**src/rtl/instr_prefetch_buffer_pkg.sv**
```systemverilog
// instr_prefetch_buffer_pkg: shared widths and queue entry layout for the prefetch buffer.
package instr_prefetch_buffer_pkg;
    localparam int INSTR_WIDTH = 32;
    localparam logic [INSTR_WIDTH-1:0] RESET_PC_DEFAULT = '0;
    typedef struct packed {
        logic [INSTR_WIDTH-1:0] pc;
        logic [INSTR_WIDTH-1:0] instr;
    } fetch_entry_t;
    localparam int ENTRY_WIDTH = $bits(fetch_entry_t);
endpackage

```
**src/rtl/instr_prefetch_buffer_fifo.sv**
```systemverilog
// prefetch_fifo: synchronous FIFO holding tagged instructions; clear empties it in one edge.
module prefetch_fifo
    import instr_prefetch_buffer_pkg::*;
#(
    parameter int DEPTH = 4,
    parameter int WIDTH = ENTRY_WIDTH
) (
    input  logic                       clk_i,
    input  logic                       rst_ni,
    input  logic                       push_i,
    input  logic                       pop_i,
    input  logic                       clear_i,
    input  logic [WIDTH-1:0]           data_i,
    output logic [WIDTH-1:0]           head_o,
    output logic [$clog2(DEPTH):0]     count_o
);
    localparam int AW = $clog2(DEPTH);
    logic [WIDTH-1:0] mem_q [DEPTH];
    logic [AW-1:0]    rd_ptr_q, wr_ptr_q;
    logic [AW:0]      count_q;
    always_ff @(posedge clk_i or negedge rst_ni) begin
        if (!rst_ni) begin
            rd_ptr_q <= '0;
            wr_ptr_q <= '0;
            count_q  <= '0;
        end else if (clear_i) begin
            rd_ptr_q <= '0;
            wr_ptr_q <= '0;
            count_q  <= '0;
        end else begin
            if (push_i) wr_ptr_q <= wr_ptr_q + AW'(1);
            if (pop_i) rd_ptr_q <= rd_ptr_q + AW'(1);
            count_q <= count_q + (AW+1)'(push_i) - (AW+1)'(pop_i);
        end
    end
    always_ff @(posedge clk_i) begin
        if (push_i && !clear_i) mem_q[wr_ptr_q] <= data_i;
    end
    assign head_o  = mem_q[rd_ptr_q];
    assign count_o = count_q;
endmodule

```
**src/rtl/instr_prefetch_buffer.sv**
```systemverilog
// instr_prefetch_buffer: credit-based sequential fetcher feeding a PC-tagged queue to IF;
// a redirect flushes the queue and drops every response still in flight.
module instr_prefetch_buffer
    import instr_prefetch_buffer_pkg::*;
#(
    parameter int                     DEPTH    = 4,
    parameter logic [INSTR_WIDTH-1:0] RESET_PC = RESET_PC_DEFAULT
) (
    input  logic                   clk_i,
    input  logic                   rst_ni,
    output logic                   mem_req_valid_o,
    input  logic                   mem_req_ready_i,
    output logic [INSTR_WIDTH-1:0] mem_req_addr_o,
    input  logic                   mem_resp_valid_i,
    input  logic [INSTR_WIDTH-1:0] mem_resp_data_i,
    input  logic                   redirect_valid_i,
    input  logic [INSTR_WIDTH-1:0] redirect_pc_i,
    input  logic                   out_ready_i,
    output logic                   out_valid_o,
    output logic [INSTR_WIDTH-1:0] out_instr_o,
    output logic [INSTR_WIDTH-1:0] out_pc_o
);
    localparam int CW = $clog2(DEPTH) + 1;
    logic [INSTR_WIDTH-1:0] fetch_pc_q, fetch_pc_d, resp_pc_q, resp_pc_d;
    logic [CW-1:0]          outstanding_q, outstanding_d, drop_cnt_q, drop_cnt_d, count;
    logic                   req_fire, dropping, push, pop;
    fetch_entry_t           head;
    always_comb begin
        out_valid_o     = count != '0;
        out_instr_o     = out_valid_o ? head.instr : '0;
        out_pc_o        = out_valid_o ? head.pc : '0;
        mem_req_valid_o = count + outstanding_q < CW'(DEPTH);
        mem_req_addr_o  = fetch_pc_q;
        req_fire        = mem_req_valid_o & mem_req_ready_i;
        dropping        = drop_cnt_q != '0;
        push            = mem_resp_valid_i & !dropping & !redirect_valid_i;
        pop             = out_valid_o & out_ready_i & !redirect_valid_i;
        outstanding_d   = outstanding_q + CW'(req_fire) - CW'(mem_resp_valid_i);
        // On redirect everything not yet returned by the end of this cycle is stale
        drop_cnt_d      = redirect_valid_i ? outstanding_d : drop_cnt_q - CW'(mem_resp_valid_i & dropping);
        fetch_pc_d      = redirect_valid_i ? redirect_pc_i : fetch_pc_q + (req_fire ? INSTR_WIDTH'(4) : '0);
        resp_pc_d       = redirect_valid_i ? redirect_pc_i : resp_pc_q + (push ? INSTR_WIDTH'(4) : '0);
    end
    always_ff @(posedge clk_i or negedge rst_ni) begin
        if (!rst_ni) begin
            fetch_pc_q    <= RESET_PC;
            resp_pc_q     <= RESET_PC;
            outstanding_q <= '0;
            drop_cnt_q    <= '0;
        end else begin
            fetch_pc_q    <= fetch_pc_d;
            resp_pc_q     <= resp_pc_d;
            outstanding_q <= outstanding_d;
            drop_cnt_q    <= drop_cnt_d;
        end
    end
    prefetch_fifo #(.DEPTH(DEPTH), .WIDTH(ENTRY_WIDTH)) u_fifo (
        .clk_i  (clk_i),
        .rst_ni (rst_ni),
        .push_i (push),
        .pop_i  (pop),
        .clear_i(redirect_valid_i),
        .data_i ({resp_pc_q, mem_resp_data_i}),
        .head_o (head),
        .count_o(count)
    );
endmodule

```
**config.mk**
```make
export PLATFORM = sky130hd
export DESIGN_NAME = instr_prefetch_buffer
export DESIGN_NICKNAME = d
export VERILOG_FILES = /design/src/rtl/instr_prefetch_buffer_pkg.sv /design/src/rtl/instr_prefetch_buffer_fifo.sv /design/src/rtl/instr_prefetch_buffer.sv
export SDC_FILE = /design/constraint.sdc
export NUM_CORES = 1
export LEC_CHECK = 0
export BUFFER_PORTS_ARGS = -buffer_cell sky130_fd_sc_hd__buf_2
export CAP_MARGIN = 20
export CORE_ASPECT_RATIO = 2
export CORE_MARGIN = 10
export CORE_UTILIZATION = 55
export CTS_BUF_LIST = sky130_fd_sc_hd__clkbuf_4 sky130_fd_sc_hd__clkbuf_8
export DETAILED_ROUTE_END_ITERATION = 8
export GPL_ROUTABILITY_DRIVEN = 0
export GPL_TIMING_DRIVEN = 0
export PLACE_DENSITY = 0.76
export SYNTH_ARGS = -nofsm -noshare
export SYNTH_HDL_FRONTEND = slang
export SYNTH_SLANG_ARGS = --single-unit
```
**constraint.sdc**
```tcl
create_clock -name clk_i -period 8 [get_ports clk_i]
set_input_delay 1.6 -clock clk_i [delete_from_list [all_inputs] [get_ports clk_i]]
set_output_delay 1.6 -clock clk_i [all_outputs]
set_load 0.005 [all_outputs]
```
==> results of run 1 <==
[kinds of logic (layout without fill, tap and decap cells)]
group / count (synthesis) / after routing
other: 0 / 1
adders and majority gates: 17 / 17
xor gates and xnor gates: 26 / 26
muxes: 76 / 76
buffers and inverters: 69 / 322
and+or+nand+nor: 248 / 248
AOI/OAI and AO/OA: 95 / 95
DFF: 331 / 331
[per-stage QoR]
stage | power (uW) | util [%]
after global placement | 3185 | 60.70
after CTS | 4486 | 64.78
after floorplan | 2757 | -
after detailed placement | 3213 | 61.20
final | 4416 | 64.79
after global routing | 4654 | 64.79
[path summary, 6_finish.rpt]
| check | end | cells past startpoint | slack, ns | from |
|---|---|---|---|---|
| min reg2reg | outstanding_q[2]$_DFF_PN0_ | 1 | 0.53 | outstanding_q[2]$_DFF_PN0_ |
| max | out_pc_o[18] | 5 | 3.54 | u_fifo.rd_ptr_q[0]$_DFFE_PN0P_ |
| max in group asynchronous | mem_req_addr_o[15]$_DFF_PN0_ | 2 | 6.53 | rst_ni |
| max reg2reg | resp_pc_q[24]$_DFF_PN0_ | 10 | 4.60 | drop_cnt_q[1]$_DFF_PN0_ |
| min in group asynchronous | outstanding_q[0]$_DFF_PN0_ | 1 | 0.88 | rst_ni |
| min | outstanding_q[2]$_DFF_PN0_ | 1 | 0.53 | outstanding_q[2]$_DFF_PN0_ |
[sequential cells by signal (all words and copies together), names as in the netlist]
register         flops
u_fifo.rd_ptr_q      2
u_fifo.mem_q       256
u_fifo.count_o       3
outstanding_q        3
resp_pc_q           31
u_fifo.wr_ptr_q      2
mem_req_addr_o      31
drop_cnt_q           3
[layer usage]
layer,GRT usage [%],routed length [um]
met3,3.723,1915
met4,7.867,955
met2,35.84,17380
met5,0,0
met1,20.62,11190
[power by group through the flow]
stage	Combinational [uW]	Sequential (uW)	Clock, uW
after floorplan	684	2070	0
after global placement	1090	2090	0
after detailed placement	1120	2090	0
after CTS	1120	2060	1310
after global routing	1210	2070	1370
final	1080	2060	1270
[cells in the final DEF (no fill, tap or decap), types with 4 or more instances in the layout]
cell type and n:
or4_1 11, o31ai_1 13, nand2_1 32, inv_1 25, nand4_1 14, and4_1 9, clkinv_1 9, or3_1 7
a21oi_1 10, o21ai_0 17, a211oi_1 6, nor3_1 17, buf_12 4, ha_1 15, mux2_2 12, mux4_2 64
a211o_1 4, clkinv_2 5, a311oi_1 6, buf_1 13, clkbuf_1 23, nor2_1 30, and3_1 6, clkbuf_4 14
nor2b_1 4, and2_4 4, nor4_1 13, o31a_1 4, clkbuf_8 51, nand2b_1 4, a31oi_1 25, dfrtp_1 75
xor2_1 10, buf_2 172, and2_1 70, edfxtp_1 256, xnor2_1 16, nand3_1 18
[critical path, stage by stage (launching register included)]
cell and delay, ns:
dfrtp_1 0.36, buf_1 0.56, buf_2 0.47, mux4_2 0.61
and2_1 0.18, buf_2 0.12
[area by class of cell]
type / count / area, sq um
well taps: 336 / 420.4
inverters: 25 / 93.84
flip-flops and latches: 331 / 9564
clock inverters: 15 / 88.84
diodes: 1 / 2.502
fillers: 1858 / 8815
repair buffers: 173 / 950.9
plain buffers: 44 / 186.4
multi-input cells: 462 / 4105
clock buffers: 65 / 807.0
==> metrics, run 1 <==
number of enable flip-flop cells after synthesis 256; Setup Buffers After CTS 0; grt total ovfl 0; Vias/cell 5.789; # port buffers 167; PD cells 272.3 mW/mm^2; fmax 224.3 MHz; Crit. End Element output pin; Starting DRT DRC Count 646; most frequent cell after synthesis edfxtp_1; Post-Place Worst Slack 3.101 ns; Post-Syn Instances 862; Area after DPL 0.01532 sq mm; core area 0.02503 sq mm; Min Clock Period, post-route 4.459 ns; crit path kind reg2out; CTS tree built; DRT Wirelength 31440 um; Tcrit/Tclk final 55.74%; required time worst endpoint 6.40 ns; compound-gate portion of the synthesized area 4.632%; wire per inst 21.65 um; skew final 0.01768 ns; Crit path arrival time 2.86 ns; Post-CTS Hold Buffers 0; Post-synth ARST share 22.66%; top-area cell type share of the netlist area 55.15%; Synth cell types 47; status complete, no violations; initial core utilization 55.68%; post-synth top area cell edfxtp_1; design area 0.01622 sq mm; Area contributors post-synth edfxtp_1, dfrtp_1, mux4_2; antenna violations before repair 1; GRT Resource Usage Total 19.20%; Synth Area in XOR/XNOR 1.634%; ANT nets after route 0; Area Overhead vs Synth 16.35%; # H-tree levels 2; Reg clk slew, reported paths 0.07 ns; Seq cells post-synth 331; Combinational Power Share 24.5%; drt first pass iters 5; power share of the clock group 28.8%; number of global-route vias before repair 8950; Startpoint Class flip-flop; Die X 132.6 um; pin slew with the least headroom to its limit 1.014 ns; layout cell share with drive strength beyond 1 31.03%; global-route wire length before repair 49340 um; clock buffer depth 3; Final Non-Filler Cells 1452; most instantiated cells after synthesis edfxtp_1, dfrtp_1, and2_1; DR vias 8406; Final Setup Violations 0; I/O Pins 168; total CTS buffers 44; nets@finish 1168; Die Y 245.1 um; Synth warnings 0; post-synthesis mux area share 11.31%; largest net degree at the start of global routing 67; simple logic cell fraction of the synthesized area 10.17%; # DRC 0; Slew headroom 31.79%; Adder-Cell Fraction of Synth Area 1.634%; final worst slack 3.541 ns; post-synthesis sequential area ratio 68.61%; Post-CTS Resized 0; leakage power 0.005868 uW; Pint 3177 uW; Die ar. 0.03250 sq mm; Fin. Hold Viols 0; hold crit path type reg2reg; root buf cell clkbuf_8; clk_lat worst skew 0.55 ns; Worst VDD drop 0.0001952 V; Max Slew Vio Count 0; DP HPWL 22140 um; unrepaired setup endpoints after global routing no; CTS Sinks 331; MaxCap Viol Count 0; Max Fanout on Critical Path 10; Mapped Area 0.01394 sq mm; dpl cells 1371; hold slack 0.5331 ns; setup TNS 0 ns; Top FF cell, synth edfxtp_1; Switching Share 28.05%; post-synthesis net count 949; row count 82; sequential power share 46.7%; largest family of logic cells by synthesized area multiplexers; mean post-synth cell area 16.17 sq um; Net Sw Power 1239 uW
No activity file was read; power rests on OpenSTA's default activity.
==> inputs of run 2 (changes only) <==
--- a/config.mk
+++ b/config.mk
@@ -9,12 +9,12 @@
 export CAP_MARGIN = 20
 export CORE_ASPECT_RATIO = 2
 export CORE_MARGIN = 10
-export CORE_UTILIZATION = 55
+export CORE_UTILIZATION = 54
 export CTS_BUF_LIST = sky130_fd_sc_hd__clkbuf_4 sky130_fd_sc_hd__clkbuf_8
 export DETAILED_ROUTE_END_ITERATION = 8
 export GPL_ROUTABILITY_DRIVEN = 0
 export GPL_TIMING_DRIVEN = 0
-export PLACE_DENSITY = 0.76
+export PLACE_DENSITY = 0.78
 export SYNTH_ARGS = -nofsm -noshare
 export SYNTH_HDL_FRONTEND = slang
 export SYNTH_SLANG_ARGS = --single-unit
==> constraint.sdc (replaced) <==
create_clock -name clk_i -period 3.95 [get_ports clk_i]
set_input_delay 0.79 -clock clk_i [delete_from_list [all_inputs] [get_ports clk_i]]
set_output_delay 0.79 -clock clk_i [all_outputs]
set_load 0.005 [all_outputs]
==> run 2 against run 1 <==
Effect of this change: via count increased by 0.45%; clock skew increased by 0.0021 ns; core utilization decreased by 1.1 points; die area increased by 1.6%; worst hold slack got worse by 0.46 ns; critical endpoint unchanged; global-route usage about the same; non-clock buffer count unchanged; flip-flop and latch count unchanged; setup slack got worse by 3.3 ns.
==> metrics, run 2 (synthesized netlist as in run 1, its figures left out) <==
Multi-input gate area 0.004105 sq mm (unchanged); DP HPWL 22050 um (was 22140 um); leading cell types in the layout, fill and taps excluded edfxtp_1, buf_2, dfrtp_1 (unchanged); grt total ovfl 0 (unchanged); wire per inst 21.72 um (was 21.65 um); Final Non-Filler Cells 1458 (was 1452); clk_lat worst skew 0.56 ns (was 0.55 ns); Reg clk slew, reported paths 0.07 ns (about the same); Tcrit/Tclk final 93.08%; global-route wire length before repair 49560 um (was 49340 um); Min Clock Period, post-route 3.677 ns; uppermost layer routed met4 (unchanged); Slew headroom 22.70% (was 31.79%); CP most frequent cell buf_2 (unchanged); Area after DPL 0.01535 sq mm (was 0.01532 sq mm); core area 0.02555 sq mm (was 0.02503 sq mm); CTS tree built (unchanged); drt first pass iters 6 (was 5); crit-path max cell delay 0.61 ns (about the same); Post-CTS Hold Buffers 0 (unchanged); number of global-route vias before repair 9006 (was 8950); skew final 0.01978 ns (was 0.01768 ns); CTS Sinks 331 (unchanged); ANT nets after route 0 (unchanged); metal2 WL 17310 um (was 17380 um); nets@finish 1168 (unchanged); Die ar. 0.03303 sq mm (was 0.03250 sq mm); initial core utilization 54.56% (was 55.68%); DR vias 8444 (was 8406); Post-CTS Resized 0 (unchanged); Setup Buffers After CTS 0 (unchanged); GRT Resource Usage Total 19.19% (was 19.20%); Register Area 0.009564 sq mm (unchanged); # DRC 0 (unchanged); Core Util, Final 63.72% (was 64.79%); fmax 272.0 MHz; total CTS buffers 44 (unchanged); Area Overhead vs Synth 16.78% (was 16.35%); Starting DRT DRC Count 560 (was 646); hold slack 0.07374 ns (was 0.5331 ns); dpl cells 1375 (was 1371); MaxCap Viol Count 0 (unchanged); root buf cell clkbuf_8 (unchanged); max reg flops 256 (unchanged); leakage power 0.005877 uW (was 0.005868 uW); # H-tree levels 2 (unchanged); Vias/cell 5.791 (was 5.789); fill count 1950 (was 1858); largest reg by FF count u_fifo.mem_q (unchanged); layout cell share with drive strength beyond 1 31.07% (was 31.03%); critical path's slowest cell mux4_2 (unchanged); Die X 133.6 um (was 132.6 um); met3 wire length 1824 um (was 1915 um); most common cell after layout, fill and taps aside edfxtp_1 (unchanged); Max Slew Vio Count 0 (unchanged); clock buffer depth 3 (unchanged); Startpoint Class flip-flop (unchanged); required time worst endpoint 3.16 ns (was 6.40 ns); pin slew with the least headroom to its limit 1.149 ns (was 1.014 ns); M1 wire length 11330 um (was 11190 um); antenna violations before repair 1 (unchanged); DRT Wirelength 31660 um (was 31440 um); design area 0.01628 sq mm (was 0.01622 sq mm); Worst VDD drop 0.0002638 V (was 0.0001952 V); hold crit path type in2async (was reg2reg); crit path kind reg2out (unchanged); Final Setup Violations 0 (unchanged); Fin. Hold Viols 0 (unchanged); worst-path cell chain buf_1, buf_2, mux4_2, and2_1, buf_2 (unchanged); setup TNS 0 ns (unchanged); unrepaired setup endpoints after global routing no (unchanged); # port buffers 167 (unchanged); Die Y 247.2 um (was 245.1 um); row count 83 (was 82); status complete, no violations (unchanged); Crit path arrival time 2.89 ns (was 2.86 ns); PD cells 555.4 mW/mm^2 (was 272.3 mW/mm^2); Max Fanout on Critical Path 10 (unchanged); Crit. End Element output pin (unchanged); I/O Pins 168 (unchanged); largest net degree at the start of global routing 67 (unchanged)
-- run 2: changes by cell type in the layout (fill, tap and decap cells not counted) --
cell	previous run	this run
clkbuf_4	14	16
clkinv_4	0	1
buf_12	4	1
clkinv_2	5	3
clkinvlp_4	0	3
clkbuf_8	51	46
buf_16	1	4
clkinv_1	9	10
bufinv_16	1	3
-- run 2: where the power goes --
| group | leakage [uW] | internal [uW] | total, uW | switching (uW) |
|---|---|---|---|---|
| Sequential | 0.00318 | 3990 | 4180 | 190 |
| Combinational | 0.00222 | 1080 | 2210 | 1130 |
| Clock | 0.000479 | 1440 | 2650 | 1210 |
-- run 2: final timing paths --
path,depth (start not counted),to,slack (ns),from
worst max-delay path,5,out_pc_o[18],0.27,u_fifo.rd_ptr_q[0]$_DFFE_PN0P_
worst min-delay path,1,u_fifo.count_o[1]$_DFF_PN0_,0.07,rst_ni
worst max register to register,10,resp_pc_q[28]$_DFF_PN0_,0.51,drop_cnt_q[1]$_DFF_PN0_
worst min register to register,1,outstanding_q[2]$_DFF_PN0_,0.54,outstanding_q[2]$_DFF_PN0_
max in group asynchronous,2,resp_pc_q[22]$_DFF_PN0_,3.29,rst_ni
min in group clk_i,1,u_fifo.mem_q[0][24]$_DFFE_PP_,0.44,mem_resp_data_i[24]
-- run 2: worst max-delay path: cells and delay by family (launching register included) --
family / cells / cell delay, ns
buffers and inverters: 3 / 1.15
flip-flops: 1 / 0.37
multiplexers: 1 / 0.61
AND/OR/NAND/NOR: 1 / 0.19
-- run 2: layer usage --
layer	GRT usage, %	vias up
li1	-	3821
met5	0	-
met1	20.31	4244
met4	9.164	0
met2	35.57	306
met3	3.638	73
-- run 2: cell type report --
class	count	share of cell area (%)
sequential	331	58.75
multi-input combinational	462	25.22
timing repair buffer	173	5.980
clock buffer	62	4.627
tap	340	2.613
buffer	44	1.145
clock inverter	20	1.068
inverter	25	0.5765
antenna	1	0.01537
-- run 2: through the flow --
stage	total power [uW]	worst slack, ns
finish	9041	0.2732
global route	9533	0.05197
CTS	9178	0.1247
detailed placement	6532	-0.09414
global placement	6458	-1.069
floorplan	5584	0.5543
==> inputs of run 3 (changes only) <==
--- a/config.mk
+++ b/config.mk
@@ -9,12 +9,12 @@
 export CAP_MARGIN = 20
 export CORE_ASPECT_RATIO = 2
 export CORE_MARGIN = 10
-export CORE_UTILIZATION = 54
+export CORE_UTILIZATION = 34
 export CTS_BUF_LIST = sky130_fd_sc_hd__clkbuf_4 sky130_fd_sc_hd__clkbuf_8
 export DETAILED_ROUTE_END_ITERATION = 8
 export GPL_ROUTABILITY_DRIVEN = 0
-export GPL_TIMING_DRIVEN = 0
-export PLACE_DENSITY = 0.78
+export GPL_TIMING_DRIVEN = 1
+export PLACE_DENSITY = 0.53
 export SYNTH_ARGS = -nofsm -noshare
 export SYNTH_HDL_FRONTEND = slang
 export SYNTH_SLANG_ARGS = --single-unit
==> run 3 against run 2 <==
Effect of this change: combinational power is 4% lower; largest power group unchanged; critical path type unchanged; fmax is 11% higher; cell count is 11% higher; clock power is 2% higher; routed wire length is 7.6% higher; flip-flop and latch count stayed put; total power is 0.63% higher; sequential power is 2% higher.
==> metrics, run 3 (synthesized netlist as in run 1, its figures left out) <==
status complete, no violations (unchanged); drt first pass iters 4 (was 6); fmax 301.5 MHz (was 272.0 MHz); Reg clk slew, reported paths 0.07 ns (about the same); required time worst endpoint 3.16 ns (about the same); Starting DRT DRC Count 287 (was 560); antenna violations before repair 2 (was 1); skew final 0.01863 ns (was 0.01978 ns); hold crit path type in2async (unchanged); Die X 163.2 um (was 133.6 um); Setup Buffers After CTS 0 (unchanged); Vias/cell 5.041 (was 5.791); I/O Pins 168 (unchanged); Tcrit/Tclk final 83.97% (was 93.08%); Worst VDD drop 0.0003452 V (was 0.0002638 V); leakage power 0.005856 uW (was 0.005877 uW); largest reg by FF count u_fifo.mem_q (unchanged); initial core utilization 34.56% (was 54.56%); grt total ovfl 0 (unchanged); number of global-route vias before repair 9049 (was 9006); ANT nets after route 0 (unchanged); # H-tree levels 2 (unchanged); worst-path cell chain buf_12, mux4_2, and2_1, buf_2 (was buf_1, buf_2, mux4_2, and2_1, buf_2); CTS Sinks 331 (unchanged); layout cell share with drive strength beyond 1 33.30% (was 31.07%); Max Fanout on Critical Path 28 (was 10); DR vias 8162 (was 8444); Final Non-Filler Cells 1619 (was 1458); MaxCap Viol Count 0 (unchanged); Final Setup Violations 0 (unchanged); Fin. Hold Viols 0 (unchanged); root buf cell clkbuf_8 (unchanged); DRT Wirelength 34060 um (was 31660 um); Die Y 306.4 um (was 247.2 um); largest net degree at the start of global routing 67 (unchanged); nets@finish 1137 (was 1168); Crit. End Element output pin (unchanged); crit-path max cell delay 0.73 ns (was 0.61 ns); critical path's slowest cell dfrtp_4 (was mux4_2); # DRC 0 (unchanged); most common cell after layout, fill and taps aside edfxtp_1 (unchanged); GRT Resource Usage Total 13.65% (was 19.19%); setup TNS 0 ns (unchanged); row count 104 (was 83); unrepaired setup endpoints after global routing no (unchanged); Post-CTS Resized 0 (unchanged); clk_lat worst skew 0.59 ns (was 0.56 ns); total CTS buffers 47 (was 44); Post-CTS Hold Buffers 0 (unchanged); Max Slew Vio Count 0 (unchanged); clock buffer depth 3 (unchanged); leading cell types in the layout, fill and taps excluded edfxtp_1, buf_2, dfrtp_1 (unchanged); Slew headroom 51.74% (was 22.70%); Critical path buffers and inverters 2 (was 3); max reg flops 256 (unchanged); global-route wire length before repair 52920 um (was 49560 um); Crit path arrival time 2.53 ns (was 2.89 ns); DP HPWL 23090 um (was 22050 um); dpl cells 1531 (was 1375); PD cells 553.4 mW/mm^2 (was 555.4 mW/mm^2); Top delay family on crit path flip-flops (was buffers and inverters); # port buffers 167 (unchanged); Area Overhead vs Synth 17.95% (was 16.78%); wire per inst 21.04 um (was 21.72 um); pin slew with the least headroom to its limit 0.7239 ns (was 1.149 ns); CTS tree built (unchanged); Die ar. 0.04999 sq mm (was 0.03303 sq mm); Min Clock Period, post-route 3.317 ns (was 3.677 ns); Startpoint Class flip-flop (unchanged); crit path kind reg2out (unchanged); core area 0.04034 sq mm (was 0.02555 sq mm)
run 3: changes by cell type in the layout (fill, tap and decap cells not counted), moves of 2 or more:
cell	change
buf_1	-13
buf_12	+6
buf_16	-4
buf_2	-6
buf_4	+7
bufinv_16	-2
clkbuf_1	-23
clkbuf_4	-2
clkbuf_8	+6
clkinv_1	-5
clkinv_2	+6
dfrtp_1	-2
dfrtp_4	+2
run 3: final cells by class:
| class | count | area [sq um] |
|---|---|---|
| multi-input combinational | 462 | 4106 |
| sequential | 331 | 9572 |
| tap | 530 | 663.1 |
| inverter | 25 | 93.84 |
| timing repair buffer | 183 | 1046 |
| fill | 3840 | 23900 |
| antenna | 2 | 5.005 |
| clock buffer | 66 | 820.8 |
| clock inverter | 20 | 135.1 |
run 3: worst paths after layout:
path	from	endpoint	slack [ns]	cells past startpoint
min reg2reg	outstanding_q[2]$_DFF_PN0_	outstanding_q[2]$_DFF_PN0_	0.51	1
min	rst_ni	outstanding_q[2]$_DFF_PN0_	0.25	1
max	u_fifo.rd_ptr_q[0]$_DFFE_PN0P_	out_pc_o[20]	0.63	4
min in group clk_i	mem_resp_data_i[21]	u_fifo.mem_q[2][21]$_DFFE_PP_	0.41	1
max in group asynchronous	rst_ni	resp_pc_q[22]$_DFF_PN0_	2.91	2
max reg2reg	drop_cnt_q[1]$_DFF_PN0_	resp_pc_q[24]$_DFF_PN0_	0.79	10
run 3: worst reg2reg max path, cell delays in order, from the launching register on:
cell and delay, ns:
dfrtp_1 0.37, nor3_1 0.34, nand2_1 0.18, nor2_1 0.12, buf_4 0.14, ha_1 0.19, ha_1 0.25, nand3_1 0.18
or4_4 0.61, or4_1 0.54, a31oi_1 0.17
run 3: stage by stage:
step	hold slack (ns)	utilization, %	setup WS, ns	instance area (sq um)	total power, uW
after floorplan	0.4820	-	0.5543	13940	5584
after global placement	0.5048	38.38	0.6540	15480	6552
after detailed placement	0.5019	38.38	0.6276	15480	6569
after CTS	0.2363	40.75	0.4826	16440	9327
after global routing	0.2587	40.75	0.4279	16440	9664
final	0.2544	40.76	0.6334	16440	9099
run 3: metal layers:
metal,track usage (%),wire length (um)
met2,25.01,18420
met1,14.67,12690
met4,5.621,1217
met5,0,0
met3,2.953,1735
run 3: report_power, final:
group | total (uW) | internal, uW | switching [uW]
logic | 2120 | 1080 | 1040
clock network | 2710 | 1420 | 1290
registers | 4270 | 3990 | 274
